**config.mk**
```make
export PLATFORM = sky130hd
export DESIGN_NAME = mem_arbiter
export DESIGN_NICKNAME = d
export VERILOG_FILES = /design/src/rtl/mem_arbiter_pkg.sv /design/src/rtl/mem_arbiter_rr_pick2.sv /design/src/rtl/mem_arbiter.sv
export SDC_FILE = /design/constraint.sdc
export NUM_CORES = 1
export LEC_CHECK = 0
export ABC_AREA = 1
export BUFFER_PORTS_ARGS = -buffer_cell sky130_fd_sc_hd__buf_2
export CAP_MARGIN = 20
export CORE_MARGIN = 2
export CORE_UTILIZATION = 28
export CTS_CLUSTER_SIZE = 28
export DETAILED_ROUTE_END_ITERATION = 10
export GPL_ROUTABILITY_DRIVEN = 0
export GPL_TIMING_DRIVEN = 0
export PLACE_DENSITY = 0.49
export SETUP_SLACK_MARGIN = 0.1
export SLEW_MARGIN = 20
export SYNTH_ARGS = -nofsm -noshare
export SYNTH_HDL_FRONTEND = slang
export SYNTH_SLANG_ARGS = --single-unit
```
**constraint.sdc**
```tcl
create_clock -name clk -period 3.93 [get_ports clk]
set_input_delay 0.786 -clock clk [delete_from_list [all_inputs] [get_ports clk]]
set_output_delay 0.786 -clock clk [all_outputs]
set_load 0.01 [all_outputs]
```
**src/rtl/mem_arbiter_pkg.sv**
```systemverilog
// Shared definitions for the two-port memory arbiter: bus width defaults and FSM states.
package mem_arbiter_pkg;

    localparam int unsigned AW_DEF = 16;
    localparam int unsigned DW_DEF = 16;

    // Encoding 2'd3 is unused and falls back to IDLE.
    typedef enum logic [1:0] {
        IDLE = 2'd0,
        BUSY = 2'd1,
        DONE = 2'd2
    } state_t;

endpackage

```
**src/rtl/mem_arbiter_rr_pick2.sv**
```systemverilog
// Two-way round-robin pick: a lone requester wins, on contention the port that was not served last wins.
module mem_arbiter_rr_pick2 (
    input  logic req0,
    input  logic req1,
    input  logic last,
    output logic grant,
    output logic sel
);

    // Combinational winner select.
    always_comb begin
        grant = req0 | req1;
        sel   = req1 & (~req0 | ~last);
    end

endmodule

```
**src/rtl/mem_arbiter.sv**
```systemverilog
// Shares one memory bus between two masters, serialising accesses with round-robin priority
// and aborting any access that memory never acknowledges.
module mem_arbiter
    import mem_arbiter_pkg::*;
#(
    parameter int unsigned AW      = AW_DEF,
    parameter int unsigned DW      = DW_DEF,
    parameter int unsigned TIMEOUT = 255,
    parameter int unsigned TW      = 8
) (
    input  logic          clk,
    input  logic          rst,
    input  logic          req0,
    input  logic          req1,
    input  logic          we0,
    input  logic          we1,
    input  logic [AW-1:0] addr0,
    input  logic [AW-1:0] addr1,
    input  logic [DW-1:0] wdata0,
    input  logic [DW-1:0] wdata1,
    output logic          ack0,
    output logic          ack1,
    output logic          err0,
    output logic          err1,
    output logic [DW-1:0] rdata,
    output logic          mem_req,
    output logic          mem_w,
    output logic [AW-1:0] mem_addr,
    output logic [DW-1:0] mem_wdata,
    input  logic [DW-1:0] mem_rdata,
    input  logic          mem_ready
);

    state_t        state;
    state_t        state_next;
    logic          sel;
    logic          sel_next;
    logic          last;
    logic          last_next;
    logic [TW-1:0] cnt;
    logic [TW-1:0] cnt_next;
    logic [DW-1:0] rdata_next;
    logic          mem_req_next;
    logic          mem_w_next;
    logic [AW-1:0] mem_addr_next;
    logic [DW-1:0] mem_wdata_next;
    logic          ack0_next;
    logic          ack1_next;
    logic          err0_next;
    logic          err1_next;
    logic          pick_grant;
    logic          pick_sel;

    mem_arbiter_rr_pick2 u_pick (
        .req0  (req0),
        .req1  (req1),
        .last  (last),
        .grant (pick_grant),
        .sel   (pick_sel)
    );

    // State register.
    always_ff @(posedge clk or posedge rst) begin
        if (rst) begin
            state <= IDLE;
        end else begin
            state <= state_next;
        end
    end

    // Next state plus next values of every registered output; the memory-side registers double as the request latch.
    always_comb begin
        state_next     = state;
        sel_next       = sel;
        last_next      = last;
        cnt_next       = cnt;
        rdata_next     = rdata;
        mem_req_next   = 1'b0;
        mem_w_next     = 1'b0;
        mem_addr_next  = '0;
        mem_wdata_next = '0;
        ack0_next      = 1'b0;
        ack1_next      = 1'b0;
        err0_next      = 1'b0;
        err1_next      = 1'b0;
        case (state)
            IDLE: begin
                if (pick_grant) begin
                    state_next     = BUSY;
                    sel_next       = pick_sel;
                    cnt_next       = '0;
                    mem_req_next   = 1'b1;
                    mem_w_next     = pick_sel ? we1 : we0;
                    mem_addr_next  = pick_sel ? addr1 : addr0;
                    mem_wdata_next = pick_sel ? wdata1 : wdata0;
                end
            end
            BUSY: begin
                if (mem_ready) begin
                    state_next = DONE;
                    if (!mem_w) begin
                        rdata_next = mem_rdata;
                    end
                    ack0_next = ~sel;
                    ack1_next = sel;
                end else if (cnt == TW'(TIMEOUT - 1)) begin
                    state_next = DONE;
                    rdata_next = '0;
                    err0_next  = ~sel;
                    err1_next  = sel;
                end else begin
                    cnt_next       = cnt + TW'(1);
                    mem_req_next   = 1'b1;
                    mem_w_next     = mem_w;
                    mem_addr_next  = mem_addr;
                    mem_wdata_next = mem_wdata;
                end
            end
            DONE: begin
                state_next = IDLE;
                last_next  = sel;
            end
            default: begin
                state_next = IDLE;
            end
        endcase
    end

    // Datapath and output registers.
    always_ff @(posedge clk or posedge rst) begin
        if (rst) begin
            sel       <= 1'b0;
            last      <= 1'b1;
            cnt       <= '0;
            rdata     <= '0;
            mem_req   <= 1'b0;
            mem_w     <= 1'b0;
            mem_addr  <= '0;
            mem_wdata <= '0;
            ack0      <= 1'b0;
            ack1      <= 1'b0;
            err0      <= 1'b0;
            err1      <= 1'b0;
        end else begin
            sel       <= sel_next;
            last      <= last_next;
            cnt       <= cnt_next;
            rdata     <= rdata_next;
            mem_req   <= mem_req_next;
            mem_w     <= mem_w_next;
            mem_addr  <= mem_addr_next;
            mem_wdata <= mem_wdata_next;
            ack0      <= ack0_next;
            ack1      <= ack1_next;
            err0      <= err0_next;
            err1      <= err1_next;
        end
    end

endmodule

```
== Word-level counts from Yosys, hierarchy flattened ==
Cells that the tools add are included.
Word-level totals
  register bits after elaboration: 66
  logic and storage cells: 72
  output and inout port bits: 54
Operators by class
  muxes and demuxes: 37
  equal/unequal tests: 8
  bitwise operators: 6
  reduce and logical (&&, ||, !) cells: 7
  add/subtract/negate cells: 1
Operator list (count)
  $mux W16: 8
  $pmux W16 S2: 2
  $mux W8: 3
  $mux W1: 17
  $pmux W8 S2: 1
  $add A8 B1 Y8 const B: 1
  $eq A8 B8 Y1 const B: 1
  $ne A2 B2 Y1 const B: 4
  $mux W2: 3
  $pmux W1 S2: 2
  $pmux W2 S2: 1
  $reduce_and A2 Y1: 2
  $reduce_and A4 Y1: 1
  $reduce_bool A2 Y1: 2
  $ne A3 B3 Y1 const B: 1
  $not A1 Y1: 3
  $reduce_and A3 Y1: 1
  $eq A2 B1 Y1 const B: 1
  $eq A2 B2 Y1 const B: 1
  $logic_not A2 Y1: 1
  $or A1 B1 Y1: 2
  $and A1 B1 Y1: 1

== Logic depth before layout (Yosys ltp) ==
Gate-level depths: netlist of the first run.
  depth in word-level cells: 6
  gate-level depth with buffers: 10
  depth with buffers taken out: 9

== Modules after synthesis ==
From an unflattened synthesis of the first run, not the netlist that was laid out.
Second synthesis, totals
  cell total of the unflattened synthesis: 391
  area total of the unflattened synthesis: 3173.0 µm²
Modules (own cells, without submodules)
  mem_arbiter: area each 3158.0 µm², cells each 388, seq. area each 1652.8 µm², times used 1
  mem_arbiter_rr_pick2: area each 15.0 µm², cells each 3, seq. area each 0.0 µm², times used 1

== Worst setup path after synthesis of the first run ==
Ideal clock, no wire load.
  path type: input to register
  from: in mem_ready
  to: reg rdata[0]
  setup time: 0.066 ns
  arrival: 1.620 ns
  stages on the path: 5
  path buffers: 2
  path slack: 2.243 ns
  data required time: 3.864 ns
  path through: buf_2 -> nand2_1 -> clkbuf_1 -> nand4_1 -> nand2_1
On the way
  longest elaborated chain between the ends: 2
RTL lines
  from (decl): line mem_arbiter.sv:31  | input logic mem_ready
  $ne A2 B2 Y1 (no line) or $reduce_bool A2 Y1 (tied branches)
  $reduce_and A3 Y1 (no line)
  to (signal assigned): line mem_arbiter.sv:148  | rdata <= rdata_next;
  to (decl): line mem_arbiter.sv:25  | output logic [DW-1:0] rdata,
Parallel ways exist; a longest one is shown, timed or not.
A chain may end at the register's enable or synchronous reset.

== Worst setup path after layout of the first run ==
  from: in req1
  to: reg mem_addr[8]
On the way
  longest elaborated chain between the ends: 4
RTL lines
  from (decl): line mem_arbiter.sv:14  | input logic req1,
  $and A1 B1 Y1: line mem_arbiter_rr_pick2.sv:13  | sel = req1 & (~req0 | ~last);
  $mux W16: line mem_arbiter.sv:94  | mem_addr_next = pick_sel ? addr1 : addr0;
  $mux W16 *: line mem_arbiter.sv:88  | if (pick_grant) begin
  $pmux W16 S2 *: line mem_arbiter.sv:86  | case (state)
  to (signal assigned): line mem_arbiter.sv:151  | mem_addr <= mem_addr_next;
  to (decl): line mem_arbiter.sv:28  | output logic [AW-1:0] mem_addr,
Mark *: on every way between the ends. The rest lies on a longest branch, timed or not.

==> metrics.txt, run 1 <==
post-CTS setup buffer count 0; clock slew at reported path FFs around 0.050 ns; worst slew pin tran between 0.4 and 0.5 ns; critical path class in -> reg; final std cell area, no fill about 0.0045 mm²; First-pass DRT Iterations 4; setup TNS 0 ns; largest net degree at the start of global routing 44; Via Count roughly 3,100; GRT Overall Usage 0.148; combinational share of power 0.355; Synth cell types 28; total placed cells including tap cells ~700; Synth warnings 0; final period utilization 0.442; GR Overflow Total 0; Vias/cell approximately 4.4; final non-filler cell total a little over 700; Int Power ~1.7 mW; # DRC 0; Yosys reg bits 66; number of global-route vias before repair 3,212; count of final setup violators 0; Power, Total 2.76 mW; switch share 0.370; Antenna Cells 0; final net count between 600 and 700; area growth from synthesis to layout 35.6%; most frequent cells in the layout nand2_1, buf_2, dfrtp_1; DR WL/cell between 10 and 15 µm; Clk network pwr share 0.263; sequential share of power 0.382; # rows 39; area of placed instances between 0.004 and 0.005 mm²; unrepaired setup endpoints after global routing no; crit path capture type register; # Max-Cap Violations 0; Clock Tree Buf Depth 2; IO buf count ~140; status complete, no violations; minimum clock period ~1.7 ns; Initial DRC Count 103; CTS tree yes; Worst EP arrival slightly below 2 ns; Initial Utilization 0.288; initial antenna violation count 0; DRT antenna net count 0; sequential share of the synthesized area 0.503; H-tree levels 3; Die X about 110 µm; Syn Inst Count around 420; Setup Skew around 0.0049 ns; Sequential Area 0.00165 mm²; Slew headroom 0.685; worst-path fanout max 10; Slew Viols, Final 0; Hold Crit Class in -> async; core area around 0.011 mm²; Max rail drop VDD between 0.15 and 0.2 mV; # IOs roughly 140; filler cell count approximately 1,300; most common cell after layout, fill and taps aside nand2_1; post-cts sizing count 0; Final Hold Viols 0; P_sw approximately 1.0 mW; Peak Freq 576 MHz; Die Y between 100 and 150 µm; Routed Wire Length around 9000 µm; Die ar. approximately 0.013 mm²; Num Clock Sinks 66; latest clock arrival within the worst-skew pair ~0.33 ns; post-synthesis cell area around 0.0033 mm²; layout cells sized above 1 0.310; Startpoint Class input pin; LEAKAGE around 2.7 nW; global-route wire length before repair ~15,000 µm; CTS Root Cell clkbuf_16; CTS Buf Count 9; Multi-input gate area roughly 0.0013 mm²; Detail Placement HPWL 6730 µm; Synthesized Nets 508; Power Dens Cells 619 mW/mm²; syn avg cell area slightly below 8 µm²; cts hold-fix bufs 0; WP data required slightly above 4 ns
-- Yosys cell counts, drive strengths merged --
cell,n,area share
a21oi,2,0.0030
nand3,5,0.011
nand2,191,0.23
nand4,16,0.030
inv,62,0.071
dfrtp,65,0.50
nand3b,2,0.0046
a31oi,1,0.0019
ha,2,0.0076
o211ai,33,0.075
clkbuf,7,0.0080
nor3,4,0.0061
o21ai,4,0.0061
buf,15,0.028
nor2,7,0.012
dfstp,1,0.0080
xnor2,2,0.0053
-- per-layer routing --
metal  share of wire  up-vias  track usage
met4           0.016        0       0.0585
met1            0.46     1402        0.183
li1                -     1608            -
met2            0.44      107        0.240
met3           0.083       10       0.0502
met5               0        -            0
-- cell families (layout without fill, tap and decap cells) --
group / count (synthesis) / after routing / synth area share
xor+xnor: 2 / 2 / 0.00533
compound gates: 40 / 40 / 0.0865
fa+ha+maj: 2 / 2 / 0.00762
simple gates: 225 / 225 / 0.291
buf+inv: 84 / 240 / 0.107
flops: 66 / 66 / 0.503
-- through the flow --
stage	hold slack, ns	worst slack, ns	util
after CTS	0.428	2.15	0.390
final	0.425	2.19	0.390
after global routing	0.435	2.06	0.390
after detailed placement	0.456	1.80	0.367
after floorplan	0.457	1.49	-
after global placement	0.451	0.433	0.364
-- state kept, by name, summed over array words and instances, names as in the netlist, 2 cells and up --
name	flops
mem_addr	16
mem_wdata	16
rdata	16
cnt	8
state	2
-- power by group through the flow --
stage	Clock [mW]	Combinational, mW	Sequential [mW]
6_report	0.724	0.979	1.05
5_1_grt	0.785	1.11	1.09
4_1_cts	0.755	1.00	1.06
3_5_place_dp	0	1.01	1.06
3_3_place_gp	0	0.996	1.06
2_1_floorplan	0	0.492	1.15
-- worst max-delay path: stages --
cell	delay (ns)
buf_2	0.12
o21ai_0	0.39
inv_1	0.22
buf_2	0.24
o211ai_1	0.12
nand2_1	0.07
-- area by class of cell --
| cell class | count | share of cell area |
|---|---|---|
| multi-input combinational | 269 | 0.288 |
| clock buffer | 13 | 0.0562 |
| tap | 143 | 0.0402 |
| sequential | 66 | 0.371 |
| timing repair buffer | 140 | 0.162 |
| buffer | 22 | 0.0264 |
| clock inverter | 3 | 0.00337 |
| inverter | 62 | 0.0528 |
-- worst paths after layout --
kind	endpoint	cells past startpoint	slack, ns	start
setup / recovery	mem_addr[8]$_DFFE_PP0P_	6	2.19	req1
min in group clk	rdata[15]$_DFFE_PP0P_	2	0.47	rdata[15]$_DFFE_PP0P_
hold reg to reg	rdata[15]$_DFFE_PP0P_	2	0.47	rdata[15]$_DFFE_PP0P_
max in group asynchronous	last$_DFFE_PP1N_	3	2.93	rst
setup reg to reg	mem_addr[8]$_DFFE_PP0P_	6	2.31	last$_DFFE_PP1N_
hold / removal	rdata[7]$_DFFE_PP0P_	2	0.42	rst
Note: power is estimated with default switching activity, not from simulation.
==> run 2: changes to the inputs <==
--- a/config.mk
+++ b/config.mk
@@ -5,7 +5,7 @@
 export SDC_FILE = /design/constraint.sdc
 export NUM_CORES = 1
 export LEC_CHECK = 0
-export ABC_AREA = 1
+export ABC_AREA = 0
 export BUFFER_PORTS_ARGS = -buffer_cell sky130_fd_sc_hd__buf_2
 export CAP_MARGIN = 20
 export CORE_MARGIN = 2
@@ -14,7 +14,7 @@
 export DETAILED_ROUTE_END_ITERATION = 10
 export GPL_ROUTABILITY_DRIVEN = 0
 export GPL_TIMING_DRIVEN = 0
-export PLACE_DENSITY = 0.49
+export PLACE_DENSITY = 0.5
 export SETUP_SLACK_MARGIN = 0.1
 export SLEW_MARGIN = 20
 export SYNTH_ARGS = -nofsm -noshare
==> constraint.sdc (replaced) <==
create_clock -name clk -period 1.6 [get_ports clk]
set_input_delay 0.32 -clock clk [delete_from_list [all_inputs] [get_ports clk]]
set_output_delay 0.32 -clock clk [all_outputs]
set_load 0.01 [all_outputs]
==> metrics.txt, run 2 <==
count of final setup violators 0 (unchanged); H-tree levels 3 (unchanged); Sequential Area 0.00166 mm² (was 0.00165 mm²); Die ar. 0.0112 mm² (was 0.0126 mm²); Power Dens Cells 1590 mW/mm² (was 619 mW/mm²); Final Hold Viols 0 (unchanged); sequential share of the synthesized area 0.572 (was 0.503); unrepaired setup endpoints after global routing yes (was no); critical path class reg -> reg (was in -> reg); Synth warnings 0 (unchanged); clock slew at reported path FFs 0.08 ns (was 0.05 ns); area growth from synthesis to layout 52.3% (was 35.6%); Max rail drop VDD 0.569 mV (was 0.191 mV); core area 0.0102 mm² (was 0.0114 mm²); CTS Root Cell clkbuf_8 (was clkbuf_16); Die Y 106 µm (was 112 µm); most common cell after layout, fill and taps aside buf_2 (was nand2_1); GRT Overall Usage 0.138 (was 0.148); IO buf count 140 (was 139); layout cells sized above 1 0.527 (was 0.310); Peak Freq between 600 and 700 MHz; filler cell count 1,052 (was 1,252); FFs w/ async S/R, synth 1.00 (unchanged); Synth cell types 38 (was 28); Slew Viols, Final 0 (unchanged); CTS tree yes (unchanged); Multi-input gate area 0.00127 mm² (was 0.00128 mm²); Synthesized Nets 345 (was 508); prevailing post-synth register cell dfrtp_1 (unchanged); CP max stage delay 0.46 ns (was 0.39 ns); CTS Buf Count 9 (unchanged); top-count cell post-synth dfrtp_1 (was nand2_1); DRT antenna net count 0 (unchanged); WP data required 1.82 ns (was 4.14 ns); Detail Placement HPWL 5390 µm (was 6730 µm); Die X 106 µm (was 112 µm); most frequent cells after synthesis dfrtp_1, nand2_1, o21ai_0, mux2i_1, a22o_1 (was nand2_1, dfrtp_1, inv_1, o211ai_1, nand4_1); Synth area leader dfrtp_1 (unchanged); latest clock arrival within the worst-skew pair 0.34 ns (was 0.33 ns); global-route wire length before repair 12,200 µm (was 15,000 µm); number of synthesized flops with an enable pin 0 (unchanged); Worst EP arrival 1.77 ns (was 1.95 ns); CP delay by family, top flip-flops (was buffers and inverters); Vias/cell 4.49 (was 4.36); crit path buf inv count 1 (was 3); largest net degree at the start of global routing 31 (was 44); Num Clock Sinks 66 (unchanged); setup TNS 0 ns (unchanged); biggest regs mem_addr x16, mem_wdata x16, rdata x16 (unchanged); GR Overflow Total 0 (unchanged); syn avg cell area 11.3 µm² (was 7.84 µm²); number of global-route vias before repair 2,495 (was 3,212); final core occ 0.432 (was 0.390); # rows 37 (was 39); cells along the critical path ha_4, nand3_4, nor3_4, or2_1, buf_6, a211o_1 (was buf_2, o21ai_0, inv_1, buf_2, o211ai_1, nand2_1); slowest cell on the critical path dfrtp_2 (was o21ai_0); largest cells by area after synthesis dfrtp_1, mux2i_1, o21ai_0 (was dfrtp_1, nand2_1, o211ai_1); # IOs 141 (unchanged); # DRC 0 (unchanged); post-synthesis cell area 0.00289 mm² (was 0.00328 mm²); Hold Crit Class in -> reg (was in -> async); Initial Utilization 0.284 (was 0.288); top-area cell type share of the netlist area 0.563 (was 0.495); worst slew pin tran 0.285 ns (was 0.473 ns); Startpoint Class register (was input pin); Antenna Cells 0 (unchanged); First-pass DRT Iterations 4 (unchanged); Yosys reg bits 66 (unchanged); Power, Total 7.00 mW (was 2.76 mW); # Max-Cap Violations 0 (unchanged); LEAKAGE 2.30 nW (was 2.71 nW); Setup Skew 0.0153 ns (was 0.00494 ns); Slew headroom 0.809 (was 0.685); Syn Inst Count 256 (was 419); most frequent cells in the layout buf_2, dfrtp_1, mux2i_1 (was nand2_1, buf_2, dfrtp_1); worst-path fanout max 7 (was 10); Clock Tree Buf Depth 2 (unchanged); crit path capture type register (unchanged); DR WL/cell 13.7 µm (was 12.5 µm); minimum clock period 1.55 ns; Routed Wire Length 7800 µm (was 8970 µm); Via Count 2,553 (was 3,127); final net count 517 (was 659); status complete, no violations (unchanged); initial antenna violation count 0 (unchanged); Initial DRC Count 130 (was 103); final period utilization 0.967
==> run 2: cell types whose count changed in the layout (fill, tap and decap cells not counted), moves of 8 or more <==
cell and delta:
o21ai_1 +12, buf_2 -8, nand4_1 -16, nand2_2 +12, o21ai_0 +18, o211ai_1 -33, nand2_1 -165, inv_1 -57
a22o_1 +19, buf_4 +15, clkbuf_1 -9, mux2i_1 +33, clkbuf_8 +9
==> run 2: metal layers <==
layer | vias up | track usage | wire length [µm] | part of all wire
met5 | - | 0 | 0 | 0
met4 | 0 | 0.0498 | 82 | 0.011
met3 | 9 | 0.0396 | 533 | 0.068
met2 | 97 | 0.212 | 3530 | 0.45
met1 | 1187 | 0.186 | 3660 | 0.47
li1 | 1260 | - | - | -
==> run 2: path summary, 6_finish.rpt <==
| path | from | endpoint | slack (ns) | depth (start not counted) |
|---|---|---|---|---|
| worst max register to register | cnt[1]$_DFFE_PP0P_ | cnt[5]$_DFFE_PP0P_ | 0.05 | 6 |
| worst min register to register | mem_wdata[0]$_DFFE_PP0P_ | mem_wdata[0]$_DFFE_PP0P_ | 0.47 | 2 |
| worst max-delay path | cnt[1]$_DFFE_PP0P_ | cnt[5]$_DFFE_PP0P_ | 0.05 | 6 |
| max in group asynchronous | rst | last$_DFFE_PP1N_ | 0.41 | 5 |
| min in group asynchronous | rst | rdata[4]$_DFFE_PP0P_ | 0.48 | 3 |
| worst min-delay path | mem_rdata[4] | rdata[4]$_DFFE_PP0P_ | 0.21 | 2 |
==> run 2: area by class of cell <==
class | instances | share of cell area
inverter | 5 | 0.00512
tap | 136 | 0.0386
clock buffer | 11 | 0.0321
buffer | 14 | 0.0307
sequential | 66 | 0.377
clock inverter | 5 | 0.0176
multi-input combinational | 171 | 0.289
timing repair buffer | 161 | 0.210
==> run 2: cells by family after synthesis <==
logic type               count (synthesis)  synth area share
AO/OA/AOI/OAI                           70             0.157
buffers and inverters                   19            0.0350
XOR/XNOR                                 2           0.00606
flip-flops                              66             0.572
multiplexers                            33             0.114
adder cells (fa/ha/maj)                  2           0.00865
AND/OR/NAND/NOR                         64             0.108
==> run 2: what timing repair did <==
action | CTS | global route
pin swaps | 7 | 9
setup buffers | 7 | 8
endpoints found under the hold margin | 11 | 0
gates cloned | 0 | 3
resized for setup | 17 | 56
hold buffers | 1 | 0
endpoints found under the setup margin | 54 | 50
==> run 2: through the flow <==
step | cells | hold slack (ns) | setup WS (ns) | area, µm²
global route | 569 | 0.201 | 0.00579 | 4400
finish | 569 | 0.213 | 0.0530 | 4400
CTS | 558 | 0.188 | 0.0503 | 4160
global placement | 532 | 0.459 | -0.127 | 3780
floorplan | 256 | 0.451 | 0.104 | 2910
detailed placement | 534 | 0.288 | -0.111 | 3820
==> run 2: where the power goes <==
| group | switching, mW | total [mW] | internal, mW | leakage (nW) |
|---|---|---|---|---|
| registers | 0.392 | 2.67 | 2.28 | 0.848 |
| clock network | 0.642 | 1.56 | 0.916 | 0.109 |
| logic | 1.42 | 2.77 | 1.35 | 1.34 |
| total | 2.46 | 7.00 | 4.54 | 2.30 |
